$ cat src/rtl/pipeline_ctrl_pkg.sv
// Shared types for the pipeline controller: FSM encoding, output-select codes and
// the decode from a selected hazard condition to the stage-register control pins.
package pipeline_ctrl_pkg;

  localparam int CTRL_ST_BIT = 2;
  localparam int NUM_STAGES  = 4;
  localparam int REG_W       = 5;

  // Performance counter slots
  localparam int NUM_CNT   = 3;
  localparam int CNT_CYCLE = 0;
  localparam int CNT_STALL = 1;
  localparam int CNT_FLUSH = 2;

  typedef enum logic [CTRL_ST_BIT-1:0] {
    CTRL_RUN     = 2'd0,
    CTRL_HALTED  = 2'd1,
    CTRL_RELEASE = 2'd2
  } ctrl_state_e;

  typedef enum logic [1:0] {
    SEL_NORMAL = 2'd0,
    SEL_STALL  = 2'd1,
    SEL_FLUSH  = 2'd2,
    SEL_HALT   = 2'd3
  } ctrl_sel_e;

  // Bit 0 of en/clear is PS1 (IF/ID), bit 3 is PS4 (MEM/WB).
  typedef struct packed {
    logic                  pc_en;
    logic [NUM_STAGES-1:0] en;
    logic [NUM_STAGES-1:0] clear;
  } ctrl_pins_t;

  // Each register gets either its en or its clear, never both.
  function automatic ctrl_pins_t decode_pins(input ctrl_sel_e sel);
    ctrl_pins_t p;
    p.pc_en = 1'b0;
    p.en    = '0;
    p.clear = '0;
    case (sel)
      SEL_HALT: p = '0;
      SEL_FLUSH: begin
        p.pc_en = 1'b1;
        p.en    = 4'b1100;
        p.clear = 4'b0011;
      end
      SEL_STALL: begin
        p.pc_en = 1'b0;
        p.en    = 4'b1100;
        p.clear = 4'b0010;
      end
      default: begin
        p.pc_en = 1'b1;
        p.en    = '1;
      end
    endcase
    return p;
  endfunction

endpackage

$ cat src/rtl/pipeline_ctrl_load_use_detect.sv
// Combinational load-use hazard detector between the ID and EX stages.
module load_use_detect
  import pipeline_ctrl_pkg::*;
(
  input  logic [REG_W-1:0] id_req_a,
  input  logic [REG_W-1:0] id_req_b,
  input  logic             id_use_a,
  input  logic             id_use_b,
  input  logic             ex_r_datamem,
  input  logic [REG_W-1:0] ex_req_w,
  output logic             lu
);

  logic hit_a;
  logic hit_b;

  assign hit_a = id_use_a && (id_req_a == ex_req_w);
  assign hit_b = id_use_b && (id_req_b == ex_req_w);
  // A load into $0 never produces a value worth waiting for.
  assign lu    = ex_r_datamem && (ex_req_w != '0) && (hit_a || hit_b);

endmodule

$ cat src/rtl/pipeline_ctrl.sv
// Pipeline controller: resolves halt, mispredict flush and load-use stall into
// stage/PC enables and clears, and keeps wrap-around performance counters.
module pipeline_ctrl
  import pipeline_ctrl_pkg::*;
#(
  parameter int CNT_W = 32
) (
  input  logic             clk,
  input  logic             rst_n,
  input  logic [REG_W-1:0] id_req_a,
  input  logic [REG_W-1:0] id_req_b,
  input  logic             id_use_a,
  input  logic             id_use_b,
  input  logic             ex_r_datamem,
  input  logic [REG_W-1:0] ex_req_w,
  input  logic             ex_mispredict,
  input  logic             halt_req,
  input  logic             go,
  output logic             pc_en,
  output logic             en_ps1,
  output logic             en_ps2,
  output logic             en_ps3,
  output logic             en_ps4,
  output logic             clear_ps1,
  output logic             clear_ps2,
  output logic             clear_ps3,
  output logic             clear_ps4,
  output logic             halted,
  output logic [CNT_W-1:0] cycle_cnt,
  output logic [CNT_W-1:0] stall_cnt,
  output logic [CNT_W-1:0] flush_cnt
);

  logic         lu;
  ctrl_state_e  state_q;
  ctrl_state_e  state_d;
  ctrl_sel_e    sel;
  ctrl_pins_t   pins;
  logic [NUM_CNT-1:0] cnt_inc;
  logic [CNT_W-1:0]   cnt_val [NUM_CNT];

  load_use_detect u_lu (
    .id_req_a     (id_req_a),
    .id_req_b     (id_req_b),
    .id_use_a     (id_use_a),
    .id_use_b     (id_use_b),
    .ex_r_datamem (ex_r_datamem),
    .ex_req_w     (ex_req_w),
    .lu           (lu)
  );

  // Priority: halt, then mispredict (the stalled ID op is wrong-path), then stall.
  always_comb begin
    sel = SEL_NORMAL;
    if (state_q == CTRL_HALTED) begin
      sel = SEL_HALT;
    end else if ((state_q == CTRL_RUN) && halt_req) begin
      sel = SEL_HALT;
    end else if (ex_mispredict) begin
      sel = SEL_FLUSH;
    end else if (lu) begin
      sel = SEL_STALL;
    end
  end

  assign pins = decode_pins(sel);

  always_comb begin
    state_d = state_q;
    case (state_q)
      CTRL_RUN:     if (halt_req) state_d = CTRL_HALTED;
      CTRL_HALTED:  if (go)       state_d = CTRL_RELEASE;
      CTRL_RELEASE: state_d = CTRL_RUN;
      default:      state_d = CTRL_RUN;
    endcase
  end

  always_ff @(posedge clk or negedge rst_n) begin
    if (!rst_n) begin
      state_q <= CTRL_RUN;
    end else begin
      state_q <= state_d;
    end
  end

  assign pc_en     = pins.pc_en;
  assign en_ps1    = pins.en[0];
  assign en_ps2    = pins.en[1];
  assign en_ps3    = pins.en[2];
  assign en_ps4    = pins.en[3];
  assign clear_ps1 = pins.clear[0];
  assign clear_ps2 = pins.clear[1];
  assign clear_ps3 = pins.clear[2];
  assign clear_ps4 = pins.clear[3];
  assign halted    = (state_q == CTRL_HALTED);

  assign cnt_inc[CNT_CYCLE] = (sel != SEL_HALT);
  assign cnt_inc[CNT_STALL] = (sel == SEL_STALL);
  assign cnt_inc[CNT_FLUSH] = (sel == SEL_FLUSH);

  genvar gi;
  generate
    for (gi = 0; gi < NUM_CNT; gi++) begin : g_cnt
      logic [CNT_W-1:0] cnt_q;
      logic [CNT_W-1:0] cnt_d;

      always_comb begin
        cnt_d = cnt_q;
        if (cnt_inc[gi]) cnt_d = cnt_q + CNT_W'(1);
      end

      always_ff @(posedge clk or negedge rst_n) begin
        if (!rst_n) begin
          cnt_q <= '0;
        end else begin
          cnt_q <= cnt_d;
        end
      end

      assign cnt_val[gi] = cnt_q;
    end
  endgenerate

  assign cycle_cnt = cnt_val[CNT_CYCLE];
  assign stall_cnt = cnt_val[CNT_STALL];
  assign flush_cnt = cnt_val[CNT_FLUSH];

endmodule

$ cat config.mk
export PLATFORM = sky130hd
export DESIGN_NAME = pipeline_ctrl
export DESIGN_NICKNAME = d
export VERILOG_FILES = /design/src/rtl/pipeline_ctrl_pkg.sv /design/src/rtl/pipeline_ctrl_load_use_detect.sv /design/src/rtl/pipeline_ctrl.sv
export SDC_FILE = /design/constraint.sdc
export NUM_CORES = 1
export LEC_CHECK = 0
export ABC_AREA = 1
export CORE_UTILIZATION = 55
export DETAILED_ROUTE_END_ITERATION = 10
export PLACE_DENSITY_LB_ADDON = 0.05
export SYNTH_ARGS = -nofsm -noshare
export SYNTH_HDL_FRONTEND = slang
export SYNTH_HIERARCHICAL = 1
export SYNTH_SLANG_ARGS = --single-unit
$ cat constraint.sdc
create_clock -name clk -period 4.9 [get_ports clk]
set_input_delay 0.98 -clock clk [delete_from_list [all_inputs] [get_ports clk]]
set_output_delay 0.98 -clock clk [all_outputs]
set_load 0.05 [all_outputs]
==> impl_results.md, run 1 <==
- Status: finished clean
- Htree depth: 3
- Setup_tns: 0 ns
- Crit path launch: ex_req_w[2]
- First DRT Iteration DRCs: 172
- Die area: between 10000 and 15000 um2
- GP Congestion: 0.891
- WS Path Type: in -> out
- Worst slew margin: 0.576
- Setup ws final: 0.424 ns
- Gr ovfl total: 0
- WP data arrival: 3.50 ns
- GRT Total Usage: 0.250
- CTS resizes: 0
- Die H: about 100 um
- Initial Util: 0.562
- Worst hold start: flush_cnt[19]$_DFFE_PN0N_
- Post-CTS setup buffer count: 0
- Clock Sinks: 98
- Pwr Density: 322 nW/um2
- Dpl ws: 0.415 ns
- Clock Latency Late Sink: approximately 0.38 ns
- Reg area: 2450 um2
- WL per Instance: 12.9 um
- Post-Syn Instances: roughly 730
- DRC violation count after routing: 0
- Hold WS: 0.502 ns
- Worst Clk Skew: 0.0173 ns
- Synth cell types: 33
- Pre-antenna DRT Iters: 6
- FP Rows: 37
- Vias in the first global route: around 4800
- Diodes inserted: 0
- Fmax: 223 MHz
- Max_cap viols: 0
- Peak supply drop: between 300 and 400 uV
- Reg2reg start: state_q[0]$_DFFE_PN0P_
- Slowest cell delay on critical path: 0.72 ns
- Clk buf depth: 2
- Least-Margin Pin Slew: 0.635 ns
- Class of the worst hold path: reg -> reg
- DR vias: 5061
- Critical path required time: between 3 and 4 ns
- Initial antenna violation count: 0
- CTS tree: yes
- Static leakage: about 3.6 nW
- Fraction of layout cells with a size suffix above 1: 0.0986
- Crit path cell chain: clkdlybuf4s50_1 > inv_1 > nand2_1 > nand2_1 > nor2_1 > nand3_1 > a21oi_1 > inv_1 > o21ai_0 > inv_1 > ha_1 > clkdlybuf4s50_1
- Layout fillers: roughly 840
- Syn avg cell area: 7.88 um2
- Worst-path maximum fanout: 4
- Boundary Pins: 129
- Slew Limit Fails: 0
- Cell mode on critical path: inv_1
- Mapped Area: between 5000 and 6000 um2
- Endpoints failing hold: 0
- RSZ-0062 raised after global routing: false
- Vias/cell: 5.02
- Nets: 899
- Synth Register Bits: 98
- Final Cycle Share: 0.913
- CP max-delay cell: clkdlybuf4s50_1
- Clock slew at reported path FFs: 0.09 ns
- Post-DP HPWL: 9.93 mm
- Core footprint: just over 10000 um2
- I/O Buffers: 126
- Post-synthesis sequential area ratio: 0.424
- Final WL: 13.0 mm
- Die X: 105 um
- Post-route minimum period: roughly 4.5 ns
- First-pass GRT wire length: 22.0 mm
- Count of hold-fix buffers inserted at cts: 0
- Clock root buffer: clkbuf_8
- Layout Area Growth over Synthesis: 27.6%
- Area of the multi-input gates: ~2800 um2
- Final Setup Violations: 0
- TritonCTS Buffers: 9
- Number of synthesis warnings: 6
- Post-DRT Antenna Nets: 0
- CP Launch Type: primary input
- Largest net degree at the start of global routing: 51
- CP Capture Type: output port
==> placed cells by master (no fill, tap or decap), types with 17 or more instances in the layout <==
master,synthesis,layout
nand2_1,218,218
clkdlybuf4s50_1,0,125
inv_1,113,113
dfrtp_1,98,98
nor2_1,63,63
xor2_1,37,37
nand3_1,36,36
xnor2_1,22,22
nand4_1,19,19
nor2_2,18,18
nor3_1,17,17
==> layout make-up <==
class	instances	share of cell area
multi-input combinational	508	0.383
inverter	123	0.0626
tap	136	0.0231
timing repair buffer	128	0.173
clock buffer	11	0.0192
clock inverter	4	0.00712
sequential	98	0.332
==> metal layers <==
metal | track usage | routed length, um
met5 | 0 | 0
met4 | 0.105 | 266
met3 | 0.0382 | 682
met2 | 0.418 | 6260
met1 | 0.323 | 5770
==> power breakdown <==
group | switching (W) | internal (W)
registers | 0.000115 | 0.000892
logic | 0.000566 | 0.000276
clock network | 0.000283 | 0.000249
==> metrics by stage <==
step                      power (W)  std cells   util  area [um2]
after detailed placement    0.00187        993  0.699        7180
after global routing        0.00249       1008  0.718        7380
after CTS                   0.00240       1008  0.718        7380
after floorplan             0.00158        735      -        5780
after global placement      0.00185        993  0.699        7180
final                       0.00238       1008  0.718        7380
==> critical path, delay by kind of cell <==
family	cells	cell delay, ns
adder cells (fa/ha/maj)	1	0.24
AND/OR/NAND/NOR	4	0.29
AO/OA/AOI/OAI	2	0.47
buffers and inverters	5	1.51
==> path summary, 6_finish.rpt <==
kind | endpoint | slack, ns | cells past startpoint
max | en_ps2 | 0.42 | 12
min | flush_cnt[19]$_DFFE_PN0N_ | 0.50 | 1
max reg2reg | flush_cnt[29]$_DFFE_PN0N_ | 2.60 | 11
min reg2reg | flush_cnt[19]$_DFFE_PN0N_ | 0.50 | 1
max in group asynchronous | flush_cnt[27]$_DFFE_PN0N_ | 3.20 | 2
min in group asynchronous | cycle_cnt[18]$_DFFE_PN0P_ | 0.60 | 1
==> sequential cells by signal, indices dropped and copies added (netlist names) <==
name       flops
cycle_cnt     32
flush_cnt     32
stall_cnt     32
state_q        2
==> cell usage after synthesis (all sizes together) <==
master / n / area (um2)
a21oi: 1 / 5.00
and2: 1 / 6.26
and3: 1 / 6.26
buf: 6 / 45.0
clkinv: 3 / 11.3
conb: 1 / 3.75
dfrtp: 98 / 2450
ha: 8 / 100
inv: 120 / 450
mux2: 1 / 11.3
nand2: 232 / 926
nand3: 43 / 265
nand3b: 11 / 82.6
nand4: 21 / 153
nor2: 94 / 513
nor3: 24 / 180
o21ai: 9 / 45.0
o21bai: 1 / 7.51
xnor2: 22 / 193
xor2: 37 / 324
==> kinds of logic after synthesis <==
logic type,share of synthesized area
AO/OA/AOI/OAI,0.00996
XOR/XNOR,0.0894
adder cells (fa/ha/maj),0.0173
buffers and inverters,0.0877
flip-flops,0.424
multiplexers,0.00195
other,0.000649
AND/OR/NAND/NOR,0.369
Note: power is estimated with default switching activity, not from simulation.
==> run 2, diff against run 1 <==
ABC_AREA = default   (was 1)
CORE_UTILIZATION = 52   (was 55)
==> run 2 against run 1 <==
  * Largest cell class is now flip-flops and latches
  * Critical path type unchanged
  * Clock power decreased by 4.3%
  * Global-route usage decreased by 2.6 points
  * Worst hold slack worse by 0.027 ns
  * Critical endpoint is now en_ps1
==> impl_results.md, run 2 <==
- Final WL: 9.99 mm
- Setup_tns: 0 ns
- Clock Sinks: 98
- First-pass GRT wire length: between 15 and 20 mm
- Layout fillers: between 600 and 700
- Clock slew at reported path FFs: 0.08 ns
- Primary FF master, synth: dfrtp_1
- Class of the worst hold path: reg -> reg
- FP Rows: 34
- Total power draw: 0.00230 W
- WP data arrival: 3.49 ns
- Htree depth: 3
- WS Path Type: in -> out
- Post-route minimum period: 4.47 ns
- Async SR Flop Fraction: 1.00
- Status: finished clean
- Most frequent cell after synthesis: dfrtp_1
- Setup ws final: between 0.4 and 0.5 ns
- Critical path required time: a little under 4 ns
- CP max-delay cell: clkdlybuf4s50_1
- TritonCTS Buffers: 9
- Crit path cell chain: clkdlybuf4s50_1 > or4_1 > o21ai_1 > a21oi_1 > a21o_1 > inv_1 > ha_1 > clkdlybuf4s50_1
- Core footprint: 8760 um2
- GP Congestion: 0.874
- Hold WS: around 0.47 ns
- WL per Instance: 15.1 um
- Number of synthesized flops with an enable pin: 0
- Post-DP HPWL: 7.32 mm
- Top cells by area, synth: dfrtp_1 52%, xnor2_1 14%, nand4_1 4.9%, xor2_1 4.8%, nand3_1 3.9%
- Count of hold-fix buffers inserted at cts: 0
- Die X: 97.3 um
- DR vias: 3554
- Final Setup Violations: 0
- Commonest cells in the netlist: 98 x dfrtp_1, 77 x xnor2_1, 37 x nand3_1, 37 x nand4_1, 29 x nand2_1
- Vias/cell: about 5.4
- Synth cell types: 33
- Diodes inserted: 0
- Worst Clk Skew: around 0.011 ns
- Cell taking the most area after synthesis: dfrtp_1
- Layout Area Growth over Synthesis: 32.8%
- Slowest cell delay on critical path: 0.80 ns
- Largest net degree at the start of global routing: 60
- Post-CTS setup buffer count: 0
- Final Cycle Share: 0.913
- CP Capture Type: output port
- Dpl ws: approximately 0.43 ns
- Reg area: 2450 um2
- Cell mode on critical path: clkdlybuf4s50_1
- Die H: 97.3 um
- Static leakage: 2.67 nW
- Vias in the first global route: 3579
- CP Launch Type: primary input
- Syn avg cell area: between 10 and 15 um2
- Worst-path maximum fanout: 4
- RSZ-0062 raised after global routing: false
- First DRT Iteration DRCs: 99
- Number of synthesis warnings: 6
- Fmax: between 200 and 250 MHz
- Clock root buffer: clkbuf_8
- Boundary Pins: 129
- Worst slew margin: 0.261
- Initial Util: 0.539
- Fraction of layout cells with a size suffix above 1: 0.0688
- Initial antenna violation count: 0
- Post-synth top area share: 0.519
- Peak supply drop: around 420 uV
- Clock Latency Late Sink: 0.35 ns
- Least-Margin Pin Slew: between 1 and 1.5 ns
- Slew Limit Fails: 0
- GRT Total Usage: 0.224
- Area of the multi-input gates: 2180 um2
- Post-synthesis sequential area ratio: 0.519
- DRC violation count after routing: 0
- Nets: 578
- Endpoints failing hold: 0
- Pwr Density: 367 nW/um2
- Post-DRT Antenna Nets: 0
- Most frequent cells in the layout: 123 x clkdlybuf4s50_1, 98 x dfrtp_1, 77 x xnor2_1
- I/O Buffers: approximately 130
- Pre-antenna DRT Iters: 4
- Clk buf depth: 2
- Post-Syn Instances: 414
- Die area: about 9500 um2
- Gr ovfl total: 0
- Max_cap viols: 0
- CTS tree: yes
- Commonest non-fill, non-tap cell in the layout: clkdlybuf4s50_1
- Synth Register Bits: 98
- CTS resizes: 0
- Mapped Area: 4720 um2
-- run 2: changes by cell type after synthesis, moves of 6 or more --
cell | previous run | this run
and4_1 | 0 | 6
and3_1 | 1 | 8
nand2_2 | 10 | 0
nand3b_1 | 11 | 1
nor3_1 | 17 | 8
nand4_1 | 19 | 37
xnor2_1 | 22 | 77
inv_2 | 7 | 0
inv_1 | 113 | 14
nor2_1 | 63 | 20
nand2_1 | 218 | 29
xor2_1 | 37 | 26
nor2_2 | 18 | 0
nor2_4 | 11 | 0
-- run 2: per-layer routing --
layer,GRT usage,vias up,share of wire
met1,0.302,1730,0.45
met3,0.0468,18,0.053
met4,0.0735,0,0.020
li1,-,1698,-
met2,0.363,108,0.48
met5,0,-,0
-- run 2: cell type report --
| type | count | area share |
|---|---|---|
| multi-input combinational | 296 | 0.347 |
| tap | 108 | 0.0215 |
| sequential | 98 | 0.391 |
| clock buffer | 12 | 0.0215 |
| clock inverter | 4 | 0.00838 |
| inverter | 14 | 0.00838 |
| timing repair buffer | 128 | 0.202 |
-- run 2: critical path, delay by kind of cell --
kind	cells	cell delay [ns]
buf+inv	3	1.38
simple gates	1	0.55
compound gates	3	0.40
fa+ha+maj	1	0.18
-- run 2: final timing paths --
path | startpoint | endpoint | slack [ns] | cells past startpoint
setup / recovery | ex_req_w[0] | en_ps1 | 0.43 | 8
max in group asynchronous | rst_n | stall_cnt[5]$_DFFE_PN0N_ | 3.23 | 2
setup reg to reg | state_q[0]$_DFFE_PN0P_ | stall_cnt[30]$_DFFE_PN0N_ | 2.49 | 9
hold / removal | stall_cnt[31]$_DFFE_PN0N_ | stall_cnt[31]$_DFFE_PN0N_ | 0.47 | 1
min in group asynchronous | rst_n | cycle_cnt[31]$_DFFE_PN0P_ | 0.66 | 1
hold reg to reg | stall_cnt[31]$_DFFE_PN0N_ | stall_cnt[31]$_DFFE_PN0N_ | 0.47 | 1
-- run 2: where the power goes --
group | leakage, nW | internal [W] | switching [W]
clock network | 0.0828 | 0.000237 | 0.000271
logic | 1.27 | 0.000271 | 0.000510
registers | 1.32 | 0.000885 | 0.000129
-- run 2: metrics by stage --
stage / utilization / instances / cell area, um2
6_report: 0.716 / 660 / 6270
5_1_grt: 0.716 / 660 / 6270
4_1_cts: 0.716 / 660 / 6270
3_5_place_dp: 0.694 / 644 / 6090
3_3_place_gp: 0.694 / 644 / 6090
2_1_floorplan: - / 415 / 4730
-- run 2: cell families (layout without fill, tap and decap cells) --
logic type	count (synthesis)	in the layout	share of synthesized area
multiplexers	3	3	0.00715
adder cells (fa/ha/maj)	8	8	0.0212
flip-flops	98	98	0.519
buffers and inverters	21	158	0.0207
other	1	2	0.000794
AND/OR/NAND/NOR	176	176	0.235
AO/OA/AOI/OAI	4	4	0.00477
XOR/XNOR	103	103	0.191
==> run 3, diff against run 2 <==
MAX_ROUTING_LAYER = met4   (was default)
TNS_END_PERCENT = 50   (was default)
==> run 3 against run 2 <==
  * Via count is 0.48% higher
  * Register-to-register slack about the same
  * Power is essentially flat
  * Utilization is the same
  * Critical path depth stayed put
  * Critical endpoint unchanged
  * Largest power group unchanged
==> impl_results.md, run 3 (same netlist as run 2, synthesis figures left out) <==
- First DRT Iteration DRCs: 95
- Final non-filler cell total: 660
- Peak supply drop: 424 uV
- TritonCTS Buffers: 9
- CTS resizes: 0
- Worst-path maximum fanout: 4
- Diodes inserted: 0
- CP Launch Type: primary input
- Endpoints failing hold: 0
- Gr ovfl total: 0
- Clock Latency Late Sink: 0.35 ns
- WP data arrival: 3.50 ns
- DRC violation count after routing: 0
- WL per Instance: 15.2 um
- FP Rows: 34
- Crit path cell chain: clkdlybuf4s50_1 > or4_1 > o21ai_1 > a21oi_1 > a21o_1 > inv_1 > ha_1 > clkdlybuf4s50_1
- Critical path required time: 3.92 ns
- Pre-antenna DRT Iters: 4
- Largest net degree at the start of global routing: 60
- CP max-delay cell: clkdlybuf4s50_1
- Static leakage: 2.67 nW
- Max_cap viols: 0
- Boundary Pins: 129
- Core footprint: 8760 um2
- Vias/cell: 5.41
- Worst slew margin: 0.269
- Nets: roughly 580
- Clock slew at reported path FFs: 0.08 ns
- First-pass GRT wire length: 17.2 mm
- Clock root buffer: clkbuf_8
- Die H: around 100 um
- Worst hold start: stall_cnt[31]$_DFFE_PN0N_
- Htree depth: 3
- Clock Sinks: 98
- Count of hold-fix buffers inserted at cts: 0
- Vias in the first global route: 3573
- Post-route minimum period: 4.48 ns
- Final Cycle Share: 0.913
- Crit path launch: ex_req_w[0]
- I/O Buffers: 126
- Fmax: approximately 220 MHz
- Post-DRT Antenna Nets: 0
- CTS tree: yes
- GP Congestion: 0.888
- Layout fillers: 676
- Final WL: 10.0 mm
- RSZ-0062 raised after global routing: false
- Dpl cell area: 6090 um2
- Post-DP HPWL: roughly 7.3 mm
- Die area: 9470 um2
- Cell total after placement: approximately 640
- Layout Area Growth over Synthesis: 32.8%
- Setup_tns: 0 ns
- Initial antenna violation count: 0
- Dpl ws: 0.433 ns
- Initial Util: 0.539
- Cell mode on critical path: clkdlybuf4s50_1
- Final Setup Violations: 0
- Pwr Density: 367 nW/um2
- Post-CTS setup buffer count: 0
- WS Path Type: in -> out
- Commonest non-fill, non-tap cell in the layout: clkdlybuf4s50_1
- R2R depth: 9
- Least-Margin Pin Slew: ~1.1 ns
- Setup ws final: 0.425 ns
- Cells on Worst Hold Path: 1
- Reg2reg start: state_q[0]$_DFFE_PN0P_
- Most frequent cells in the layout: 123 x clkdlybuf4s50_1, 98 x dfrtp_1, 77 x xnor2_1
- Slowest cell delay on critical path: 0.80 ns
- Class of the worst hold path: reg -> reg
- Worst Clk Skew: 0.0114 ns
- CP Capture Type: output port
- DR vias: 3571
- GRT Total Usage: 0.231
- Fraction of layout cells with a size suffix above 1: 0.0688
- Die X: 97.3 um
- Slew Limit Fails: 0
- Status: finished clean
- Hold WS: ~0.47 ns
- Clk buf depth: 2
- Final instance area: around 6300 um2
-- run 3: cell counts in the layout (fill, tap and decap cells not counted) --
Identical to the previous run, type by type.
-- run 3: path summary, 6_finish.rpt --
path / end / slack [ns]
worst max-delay path: en_ps1 / 0.42
worst min-delay path: stall_cnt[31]$_DFFE_PN0N_ / 0.47
worst max register to register: stall_cnt[30]$_DFFE_PN0N_ / 2.50
worst min register to register: stall_cnt[31]$_DFFE_PN0N_ / 0.47
max in group asynchronous: stall_cnt[5]$_DFFE_PN0N_ / 3.23
min in group asynchronous: cycle_cnt[31]$_DFFE_PN0P_ / 0.66
-- run 3: critical path, delay by kind of cell --
family / cells / cell delay [ns]
adder cells (fa/ha/maj): 1 / 0.18
buffers and inverters: 3 / 1.38
AO/OA/AOI/OAI: 3 / 0.40
AND/OR/NAND/NOR: 1 / 0.55
-- run 3: routing by layer --
layer / vias up / track usage / share of wire
met2: 102 / 0.362 / 0.48
li1: 1700 / - / -
met3: 18 / 0.0417 / 0.046
met4: 0 / 0.0735 / 0.019
met5: - / - / 0
met1: 1751 / 0.308 / 0.46
-- run 3: area by class of cell --
type                       count  area [um2]  share of cell area
sequential                    98        2450               0.391
clock buffer                  12         135              0.0215
inverter                      14        52.6             0.00838
tap                          108         135              0.0215
clock inverter                 4        52.6             0.00838
timing repair buffer         128        1270               0.202
multi-input combinational    296        2180               0.347
-- run 3: per-stage QoR --
stage | utilization | total power, W
after floorplan | - | 0.00154
final | 0.716 | 0.00230
after detailed placement | 0.694 | 0.00181
after CTS | 0.716 | 0.00232
after global routing | 0.716 | 0.00240
after global placement | 0.694 | 0.00179
-- run 3: power breakdown --
part           switching (W)  internal [W]
clock network       0.000272      0.000237
registers           0.000128      0.000885
logic               0.000509      0.000271
